===== config.mk =====
export PLATFORM = sky130hd
export DESIGN_NAME = booth_op_sequencer
export DESIGN_NICKNAME = d
export VERILOG_FILES = /design/src/rtl/booth_pkg.sv /design/src/rtl/booth_op_fifo.sv /design/src/rtl/booth_op_sequencer.sv
export SDC_FILE = /design/constraint.sdc
export NUM_CORES = 1
export LEC_CHECK = 0
export ABC_AREA = 1
export CAP_MARGIN = 20
export CORE_AREA = 4 4 119 166
export DETAILED_ROUTE_END_ITERATION = 7
export DIE_AREA = 0 0 123 170
export GPL_TIMING_DRIVEN = 0
export PLACE_DENSITY_LB_ADDON = 0.25
export SYNTH_ARGS = -nofsm -noshare
export SYNTH_HDL_FRONTEND = slang
export SYNTH_HIERARCHICAL = 1
export SYNTH_SLANG_ARGS = --single-unit

===== constraint.sdc =====
create_clock -name clk -period 3.6 [get_ports clk]
set_input_delay 0.9 -clock clk [delete_from_list [all_inputs] [get_ports clk]]
set_output_delay 0.9 -clock clk [all_outputs]
set_load 0.02 [all_outputs]

===== src/rtl/booth_pkg.sv =====
// booth_pkg: shared definitions for booth_op_sequencer and booth_op_fifo.
//   seq_state_t : sequencer FSM states (IDLE/ISSUE/WAIT/HOLD)
//   DEF_N       : default operand width
//   DEF_DEPTH   : default operand FIFO depth
//   ptr_width() : FIFO pointer width for a given depth
package booth_pkg;

    localparam int unsigned DEF_N     = 16;
    localparam int unsigned DEF_DEPTH = 4;

    typedef enum logic [1:0] {
        IDLE,
        ISSUE,
        WAIT,
        HOLD
    } seq_state_t;

    function automatic int unsigned ptr_width(input int unsigned depth);
        return (depth > 1) ? $clog2(depth) : 1;
    endfunction

endpackage


===== src/rtl/booth_op_fifo.sv =====
// booth_op_fifo: DEPTH x W synchronous FIFO, first-word fall-through read.
//   clk, rst : rising-edge clock, synchronous active-high reset (clears pointers/count)
//   push     : write din (accepted when not full, or when full and popping)
//   pop      : drop head entry (ignored when empty)
//   din      : write data
//   dout     : head entry (valid when !empty)
//   full     : count == DEPTH
//   empty    : count == 0
//   count    : number of stored entries
// DEPTH must be a power of two so the pointers wrap naturally.
module booth_op_fifo
    import booth_pkg::*;
#(
    parameter int unsigned W     = 2 * DEF_N,
    parameter int unsigned DEPTH = DEF_DEPTH
) (
    input  logic                     clk,
    input  logic                     rst,
    input  logic                     push,
    input  logic                     pop,
    input  logic [W-1:0]             din,
    output logic [W-1:0]             dout,
    output logic                     full,
    output logic                     empty,
    output logic [$clog2(DEPTH):0]   count
);

    localparam int unsigned PW = ptr_width(DEPTH);
    localparam logic [PW:0] FULL_C = (PW+1)'(DEPTH);

    logic [W-1:0]  mem [DEPTH];
    logic [PW-1:0] wr_ptr;
    logic [PW-1:0] rd_ptr;
    logic          do_push;
    logic          do_pop;

    assign full    = (count == FULL_C);
    assign empty   = (count == '0);
    assign do_pop  = pop && !empty;
    // A push into a full FIFO is fine when the head leaves in the same cycle.
    assign do_push = push && (!full || do_pop);
    assign dout    = mem[rd_ptr];

    always_ff @(posedge clk) begin
        if (do_push) begin
            mem[wr_ptr] <= din;
        end
    end

    always_ff @(posedge clk) begin
        if (rst) begin
            wr_ptr <= '0;
            rd_ptr <= '0;
            count  <= '0;
        end else begin
            if (do_push) begin
                wr_ptr <= wr_ptr + 1'b1;
            end
            if (do_pop) begin
                rd_ptr <= rd_ptr + 1'b1;
            end
            case ({do_push, do_pop})
                2'b10:   count <= count + 1'b1;
                2'b01:   count <= count - 1'b1;
                default: count <= count;
            endcase
        end
    end

endmodule


===== src/rtl/booth_op_sequencer.sv =====
// booth_op_sequencer: streaming front end for booth_multiplier_full.
// Buffers signed operand pairs in a FIFO, issues one multiply at a time with a
// start/done handshake and returns products in issue order.
//   clk, rst          : rising-edge clock, synchronous active-high reset
//   in_valid/in_ready : operand pair handshake (in_ready low during post-reset guard)
//   in_a, in_b        : signed multiplicand / multiplier
//   mul_start         : one-cycle start pulse to the multiplier
//   mul_multiplicand  : head operand A, stable from ISSUE through WAIT
//   mul_multiplier    : head operand B, stable from ISSUE through WAIT
//   mul_product       : multiplier product
//   mul_done          : multiplier done level (rising edge ends the operation)
//   out_valid/out_ready : result handshake
//   out_product       : registered 2N-bit signed product
//   err_timeout       : sticky abort flag
// Optional feature: define BOOTH_SEQ_TIMEOUT_EN to abort a WAIT lasting TIMEOUT
// cycles (sets err_timeout, drops the operation). Without it err_timeout is 0.
module booth_op_sequencer
    import booth_pkg::*;
#(
    parameter int unsigned N       = DEF_N,
    parameter int unsigned DEPTH   = DEF_DEPTH,
    parameter int unsigned GUARD   = N + 4,
    parameter int unsigned TIMEOUT = 4 * N
) (
    input  logic           clk,
    input  logic           rst,
    input  logic           in_valid,
    output logic           in_ready,
    input  logic [N-1:0]   in_a,
    input  logic [N-1:0]   in_b,
    output logic           mul_start,
    output logic [N-1:0]   mul_multiplicand,
    output logic [N-1:0]   mul_multiplier,
    input  logic [2*N-1:0] mul_product,
    input  logic           mul_done,
    output logic           out_valid,
    input  logic           out_ready,
    output logic [2*N-1:0] out_product,
    output logic           err_timeout
);

    localparam int unsigned PW = ptr_width(DEPTH);
    // Guard and WAIT counters share one width wide enough for either limit.
    localparam int unsigned CW = $clog2(((GUARD > TIMEOUT) ? GUARD : TIMEOUT) + 1);
    localparam logic [CW-1:0] GUARD_C = CW'(GUARD);
    localparam logic [PW:0]   FULL_C  = (PW+1)'(DEPTH);

    seq_state_t     state;
    seq_state_t     state_nxt;
    logic           fifo_push;
    logic           fifo_pop;
    logic [2*N-1:0] fifo_dout;
    logic           fifo_full;
    logic           fifo_empty;
    logic [PW:0]    fifo_count;
    logic [PW:0]    count_nxt;
    logic [CW-1:0]  guard_cnt;
    logic           guard_ok;
    logic           done_q;
    logic           first_wait;
    logic           done_edge;
    logic           capture;
    logic           timeout_hit;

    booth_op_fifo #(
        .W     (2 * N),
        .DEPTH (DEPTH)
    ) u_fifo (
        .clk   (clk),
        .rst   (rst),
        .push  (fifo_push),
        .pop   (fifo_pop),
        .din   ({in_a, in_b}),
        .dout  (fifo_dout),
        .full  (fifo_full),
        .empty (fifo_empty),
        .count (fifo_count)
    );

    assign fifo_push = in_valid && in_ready && (!fifo_full || fifo_pop);
    assign count_nxt = fifo_count + (PW+1)'(fifo_push) - (PW+1)'(fifo_pop);
    assign guard_ok  = (guard_cnt == GUARD_C);
    // first_wait masks a done level left over from before this operation.
    assign done_edge = mul_done && !done_q && !first_wait;

    always_comb begin
        state_nxt = state;
        fifo_pop  = 1'b0;
        mul_start = 1'b0;
        capture   = 1'b0;
        case (state)
            IDLE: begin
                if (guard_ok && !fifo_empty) begin
                    fifo_pop  = 1'b1;
                    state_nxt = ISSUE;
                end
            end
            ISSUE: begin
                mul_start = 1'b1;
                state_nxt = WAIT;
            end
            WAIT: begin
                if (done_edge) begin
                    capture   = 1'b1;
                    state_nxt = HOLD;
                end else if (timeout_hit) begin
                    state_nxt = IDLE;
                end
            end
            HOLD: begin
                if (out_ready) begin
                    if (!fifo_empty) begin
                        fifo_pop  = 1'b1;
                        state_nxt = ISSUE;
                    end else begin
                        state_nxt = IDLE;
                    end
                end
            end
            default: state_nxt = IDLE;
        endcase
    end

    always_ff @(posedge clk) begin
        if (rst) begin
            state            <= IDLE;
            guard_cnt        <= '0;
            done_q           <= 1'b0;
            first_wait       <= 1'b0;
            in_ready         <= 1'b0;
            mul_multiplicand <= '0;
            mul_multiplier   <= '0;
            out_valid        <= 1'b0;
            out_product      <= '0;
        end else begin
            state      <= state_nxt;
            done_q     <= mul_done;
            first_wait <= (state == ISSUE);
            if (!guard_ok) begin
                guard_cnt <= guard_cnt + 1'b1;
            end
            // Registered from the next count so in_ready is exactly !full.
            in_ready <= guard_ok && (count_nxt != FULL_C);
            if (fifo_pop) begin
                {mul_multiplicand, mul_multiplier} <= fifo_dout;
            end
            if (capture) begin
                out_product <= mul_product;
                out_valid   <= 1'b1;
            end else if ((state == HOLD) && out_ready) begin
                out_valid <= 1'b0;
            end
        end
    end

`ifdef BOOTH_SEQ_TIMEOUT_EN
    localparam logic [CW-1:0] TIMEOUT_LAST = CW'(TIMEOUT - 1);

    logic [CW-1:0] wait_cnt;

    assign timeout_hit = (wait_cnt == TIMEOUT_LAST);

    always_ff @(posedge clk) begin
        if (rst) begin
            wait_cnt    <= '0;
            err_timeout <= 1'b0;
        end else begin
            if (state == WAIT) begin
                wait_cnt <= wait_cnt + 1'b1;
            end else begin
                wait_cnt <= '0;
            end
            if ((state == WAIT) && !done_edge && timeout_hit) begin
                err_timeout <= 1'b1;
            end
        end
    end
`else
    assign timeout_hit = 1'b0;
    assign err_timeout = 1'b0;
`endif

endmodule


==> flow_metrics.py, run 1 <==
metrics = {
    "run_status": {
        "run_status": "finished, final reports clean",
    },
    "die": {
        "ios": 137,
        "core-area_sq_mm": 0.0184,
        "die-area_sq_mm": 0.0209,
        "num_rows": 59,
        "fp.dieH_um": 170,
        "initial_utilization": 0.471,
        "die_x_um": 123,
    },
    "drt": {
        "drt-total-wl_mm": 19.7,
        "via_count": 6409,
        "drc": 0,
        "drtAntennaViolNets": 0,
        "first_iter_violations": 361,
        "post_drt_wl_per_cell_um": 15.6,
        "via_per_inst": 5.07,
        "dr.pass1.iters": 5,
    },
    "yosys": {
        "yosysWarnings": 6,
        "ys_top_cells_by_area": "edfxtp_1 44%, dfxtp_1 20%, nor2_1 8.1%, o21ai_0 4.1%, inv_1 3.1%",
        "yosys-top-cells-count": "187 x nor2_1, 128 x edfxtp_1, 86 x dfxtp_1",
        "async_flop_share": 0,
        "yosysSeqAreaShare": 0.643,
        "syn_nets": 925,
        "avgSynthCellArea_sq_um": 10.3,
        "synth.most_common_cell": "nor2_1",
        "synth_cells": 840,
        "ys_types": 32,
        "synth_top_area_share": 0.444,
        "syn_area_sq_mm": 0.00865,
        "ys_ff_latch": 214,
        "synth_edf_count": 128,
        "synth_ff_type": "edfxtp_1",
        "synth_area_leader_cell": "edfxtp_1",
    },
    "global_route": {
        "gr-total-overflow": 0,
        "antenna_found_initial": 0,
        "grt_pass1_vias": 6366,
        "grt_max_degree": 30,
        "grt_usage": 0.186,
        "grt_pass1_wl_mm": 30.8,
    },
    "min_path": {
        "min_path_type": "reg -> reg",
    },
    "layout": {
        "nNetsFinal": 1091,
        "finalInstanceArea_sq_mm": 0.0112,
        "finalNonFillerCells": 1264,
        "area_growth_pct": 29.0,
        "drive_gt1_frac": 0.0971,
        "num_antenna_cells": 0,
    },
    "sta": {
        "hold_violations": 0,
        "rsz0062_at_grt": "no",
        "skew_ps": 14.9,
        "relSlewSlack": 0.640,
        "fin_crit_ps": 3200,
        "setup_viol": 0,
        "holdWs_ps": 472,
        "fin_ws_ps": 400,
        "fin_crit_sh": 0.889,
        "tightest_slew_ps": 540,
        "fmax_mhz": 313,
        "maxSlewViolCount": 0,
    },
    "power": {
        "finalPower_mw": 5.25,
        "vdd_drop_max_v": 0.000379,
        "p_leak_nw": 4.22,
        "power_density_mw_per_mm2": 471,
    },
    "critical_path": {
        "worstSetupPathType": "reg -> reg",
        "path_max_fanout": 10,
        "cp_top_family": "simple AND/OR/NAND/NOR gates",
        "crit_chain": "inv_1, ha_1, nor2_1, clkbuf_4, buf_6, nand2_1, inv_1, inv_1, nand3_1, nand2_4, ha_1, inv_1, fa_1, inv_1, nand2_1, nand3_1, nand2_1, nand2_1, nor2_1",
        "crit_slowest_cell": "dfxtp_1",
        "cp.arrival_ps": 3640,
        "crit_required_ps": 4040,
        "start_kind": "register",
        "cp_common_cell": "inv_1",
        "critPathMaxStageDelay_ps": 420,
        "cp-end-kind": "register",
        "worst-path-buf-inv": 7,
    },
    "clocking": {
        "cts_tree": "built",
        "holdBufCountCts": 0,
        "clk_latency_ps": 500,
        "cts_buffers": 20,
        "htree_levels": 1,
        "clk_pin_slew_ps": 70,
        "cts_buffer_depth": 3,
        "cts_sinks": 214,
        "cts-root-buf": "clkbuf_16",
    },
    "placement": {
        "gp_congestion": 0.784,
        "dp_slack_ps": -283,
        "place_inst": 1223,
        "hpwl_mm": 13.2,
        "placed_cell_area_sq_mm": 0.0104,
        "portBuffers": 135,
    },
    "job": {
        "cap_violations": 0,
    },
}
## final cells by class
| class | count | area (sq um) |
|---|---|---|
| fillers | 1479 | 7220 |
| flip-flops and latches | 214 | 5570 |
| multi-input cells | 504 | 2500 |
| repair buffers | 144 | 1520 |
| clock buffers | 26 | 543 |
| plain buffers | 48 | 348 |
| well taps | 244 | 305 |
| inverters | 74 | 285 |
| clock inverters | 10 | 88.8 |
## flip-flops by register name, indices dropped and copies added, names as in the netlist, named ones only
| signal | cells |
|---|---|
| u_fifo/mem | 128 |
| out_product | 32 |
| mul_multiplicand | 16 |
| mul_multiplier | 16 |
| guard_cnt | 7 |
| u_fifo/count | 3 |
| state | 2 |
| u_fifo/rd_ptr | 2 |
| u_fifo/wr_ptr | 2 |
| done_q | 1 |
| first_wait | 1 |
| in_ready | 1 |
| out_valid | 1 |
## per-layer routing
metal	wire length (um)	global-route usage	share of wire
met1	7810	0.218	0.40
met2	10100	0.335	0.51
met3	1230	0.0356	0.062
met4	569	0.0713	0.029
met5	0	0	0
## where the power goes
group	switching [mW]	internal (mW)	total [mW]	leakage (nW)
Sequential	0.0427	2.66	2.71	1.85
Combinational	0.278	0.248	0.527	2.07
Clock	0.875	1.14	2.02	0.303
## tightest hold or removal path: cells and delay by family, from the launching register on
kind             cells  cell delay [ps]
flip-flops           1              310
AO/OA/AOI/OAI        1               60
AND/OR/NAND/NOR      1               60
## through the flow
stage,utilization,setup TNS (ps)
6_report,0.607,0
3_3_place_gp,0.561,-234100
4_1_cts,0.606,0
5_1_grt,0.607,0
2_1_floorplan,-,-14260
3_5_place_dp,0.567,-13750
## layout by cell type, fill, tap and decap left out, types with 2 or more instances in the layout
cell / netlist / routed
fa_1: 2 / 2
a21oi_1: 34 / 33
clkinv_2: 0 / 2
buf_4: 4 / 6
nor2_4: 1 / 5
clkbuf_16: 0 / 20
xor2_1: 2 / 2
nor3_1: 2 / 2
nor2_1: 187 / 183
clkdlybuf4s50_1: 0 / 135
inv_1: 72 / 72
buf_2: 18 / 16
o21ai_0: 71 / 71
clkbuf_1: 10 / 14
clkbuf_8: 0 / 2
xnor2_1: 3 / 3
buf_12: 1 / 6
edfxtp_1: 128 / 128
clkinv_1: 0 / 3
nand3_1: 44 / 44
nand2_1: 65 / 64
ha_1: 14 / 14
or2_2: 2 / 2
o21ai_1: 28 / 28
buf_16: 0 / 2
o22ai_1: 32 / 32
nand2_2: 2 / 2
buf_6: 14 / 15
dfxtp_1: 86 / 86
a21oi_2: 10 / 11
## cell families (layout without fill, tap and decap cells)
group / Yosys count / in the layout / synth area share
simple gates: 306 / 306 / 0.143
flops: 214 / 214 / 0.643
compound gates: 176 / 176 / 0.111
buf+inv: 122 / 302 / 0.0722
fa+ha+maj: 16 / 16 / 0.0249
xor+xnor: 5 / 5 / 0.00506
other cells: 1 / 1 / 0.000434
## path summary, 6_finish.rpt
path,startpoint,to,slack [ps],cells past startpoint
worst max-delay path,state[0]$_SDFFE_PP0P_,u_fifo/count[2]$_SDFFE_PP0P_,400,19
worst max register to register,state[0]$_SDFFE_PP0P_,u_fifo/count[2]$_SDFFE_PP0P_,400,19
worst min-delay path,out_valid$_SDFFE_PP0P_,out_valid$_SDFFE_PP0P_,470,2
worst min register to register,out_valid$_SDFFE_PP0P_,out_valid$_SDFFE_PP0P_,470,2
## what timing repair did
item / in CTS / in global routing
setup endpoints to repair: 74 / 2
hold endpoints to repair: 0 / 0
pin swaps: 3 / 0
resized for setup: 1 / 6
setup buffers: 5 / 0
Note: power is estimated with default switching activity, not from simulation.
==> inputs of run 2 (changes only) <==
Settings changed: RECOVER_POWER set to 100, SLEW_MARGIN set to 20.
==> run 2 against run 1 <==
Effect of this change:
- sequential power barely moved
- design area fell by 0.36%
- die area did not move
- first-iteration DRC count rose by 23%
- via count rose by 0.75%
- global-route usage rose by 0.15 points
- clock skew fell by 9.0 ps
- fmax fell by 2.6%
- non-clock buffer count rose by 2
- highest routed layer unchanged
==> flow_metrics.py, run 2 (synthesis gave the netlist of run 1 again) <==
metrics = {
    "clocking": {
        "cts_buffer_depth": 3,
        "clk_latency_ps": 480,
        "clk_pin_slew_ps": 60,
        "htree_levels": 1,
        "cts_sinks": 214,
        "cts_tree": "built",
        "cts-root-buf": "clkbuf_16",
        "cts_buffers": 20,
    },
    "sta": {
        "maxSlewViolCount": 0,
        "setup_tns_ps": 0,
        "rsz0062_at_grt": "no",
        "relSlewSlack": 0.587,
        "setup_viol": 0,
        "tightest_slew_ps": 620,
        "hold_violations": 0,
        "fin_ws_ps": 313,
        "fmax_mhz": 304,
        "skew_ps": 5.94,
        "fin_crit_ps": 3290,
        "fin_crit_sh": 0.913,
    },
    "critical_path": {
        "cp-end-kind": "register",
        "start_kind": "register",
        "worstSetupPathType": "reg -> reg",
        "cp.arrival_ps": 3450,
        "path_max_fanout": 10,
        "crit_required_ps": 3770,
    },
    "power": {
        "finalPower_mw": 5.31,
        "p_leak_nw": 4.47,
        "power_density_mw_per_mm2": 478,
        "vdd_drop_max_v": 0.000370,
    },
    "layout": {
        "area_growth_pct": 28.5,
        "fin_util": 0.605,
        "num_antenna_cells": 0,
        "top_register": "u_fifo/mem",
        "finalNonFillerCells": 1266,
        "nNetsFinal": 1093,
        "largest_reg_flops": 128,
        "mostFrequentLayoutCells": "187 x nor2_1, 128 x edfxtp_1, 101 x dlygate4sd3_1, 86 x dfxtp_1, 73 x inv_1",
        "largest_registers": "u_fifo/mem: 128 flops, out_product: 32 flops",
        "final_common_cell": "nor2_1",
        "fill_cells": 1511,
        "drive_gt1_frac": 0.0881,
    },
    "drt": {
        "via_per_inst": 5.10,
        "drc": 0,
        "dr.pass1.iters": 6,
        "drtAntennaViolNets": 0,
        "first_iter_violations": 444,
        "post_drt_wl_per_cell_um": 15.6,
        "drt-total-wl_mm": 19.7,
        "via_count": 6457,
    },
    "die": {
        "core-area_sq_mm": 0.0184,
        "fp.dieH_um": 170,
        "die_x_um": 123,
        "initial_utilization": 0.471,
        "num_rows": 59,
        "ios": 137,
        "die-area_sq_mm": 0.0209,
    },
    "placement": {
        "place_inst": 1223,
        "gp_congestion": 0.784,
        "dp_slack_ps": -283,
        "portBuffers": 135,
        "hpwl_mm": 13.2,
    },
    "global_route": {
        "gr-total-overflow": 0,
        "grt_pass1_wl_mm": 31.2,
        "grt_max_degree": 22,
        "grt_usage": 0.188,
        "antenna_found_initial": 0,
        "grt_pass1_vias": 6338,
    },
    "run_status": {
        "run_status": "finished, final reports clean",
    },
    "min_path": {
        "min_path_type": "reg -> reg",
    },
    "job": {
        "cap_violations": 0,
    },
}
[run 2: cell count changes in the layout (fill, tap and decap cells not counted), moves of 2 or more]
cell	delta
nor2_1	+4
buf_2	-5
clkbuf_16	+2
dlygate4sd3_1	+101
clkbuf_1	+7
clkbuf_2	+3
clkbuf_8	+2
buf_12	-3
nor2_4	-4
clkdlybuf4s50_1	-101
[run 2: final cells by class]
type,instances,area [sq um],area share
multi-input combinational,504,2470,0.222
sequential,214,5570,0.501
buffer,48,338,0.0304
tap,244,305,0.0275
clock inverter,7,56.3,0.00506
clock buffer,29,617,0.0555
inverter,74,285,0.0257
timing repair buffer,146,1480,0.133
[run 2: worst max-delay path, cell delays in order, from the launching register on]
cell,delay [ps]
dfxtp_1,420
inv_1,130
ha_1,330
nor2_1,190
clkbuf_4,240
buf_4,240
nand2_1,130
inv_1,150
inv_1,60
nand3_1,200
nand2_4,100
nor2_1,490
clkbuf_1,280
[run 2: worst paths after layout]
check | depth (start not counted) | slack, ps | to | from
worst max-delay path | 12 | 310 | u_fifo/mem[0][24]$_DFFE_PP_ | state[0]$_SDFFE_PP0P_
worst min-delay path | 2 | 470 | out_valid$_SDFFE_PP0P_ | out_valid$_SDFFE_PP0P_
worst max register to register | 12 | 310 | u_fifo/mem[0][24]$_DFFE_PP_ | state[0]$_SDFFE_PP0P_
worst min register to register | 2 | 470 | out_valid$_SDFFE_PP0P_ | out_valid$_SDFFE_PP0P_
[run 2: metrics by stage]
step | cell area [sq um] | hold slack (ps)
finish | 11100 | 470
detailed placement | 10400 | 469
global placement | 10300 | 458
global route | 11100 | 496
CTS | 11200 | 480
floorplan | 8650 | 455
[run 2: where the power goes]
group | total (mW) | leakage [nW] | internal [mW] | switching, mW
clock | 2.12 | 0.338 | 1.26 | 0.856
combinational | 0.494 | 2.28 | 0.217 | 0.277
sequential | 2.70 | 1.85 | 2.66 | 0.0397
total | 5.31 | 4.47 | 4.14 | 1.17
[run 2: repair_timing]
item | CTS | global route
pin swaps | 3 | 0
setup buffers | 7 | 0
gates cloned | 0 | 0
endpoints found under the setup margin | 74 | 2
gates resized for setup | 1 | 5
hold buffers | 0 | 0
[run 2: metal layers]
layer | share of wire | vias to the layer above | global-route usage
li1 | - | 3163 | -
met1 | 0.40 | 3032 | 0.227
met2 | 0.51 | 214 | 0.328
met3 | 0.066 | 48 | 0.0319
met4 | 0.028 | 0 | 0.0800
met5 | 0 | - | 0
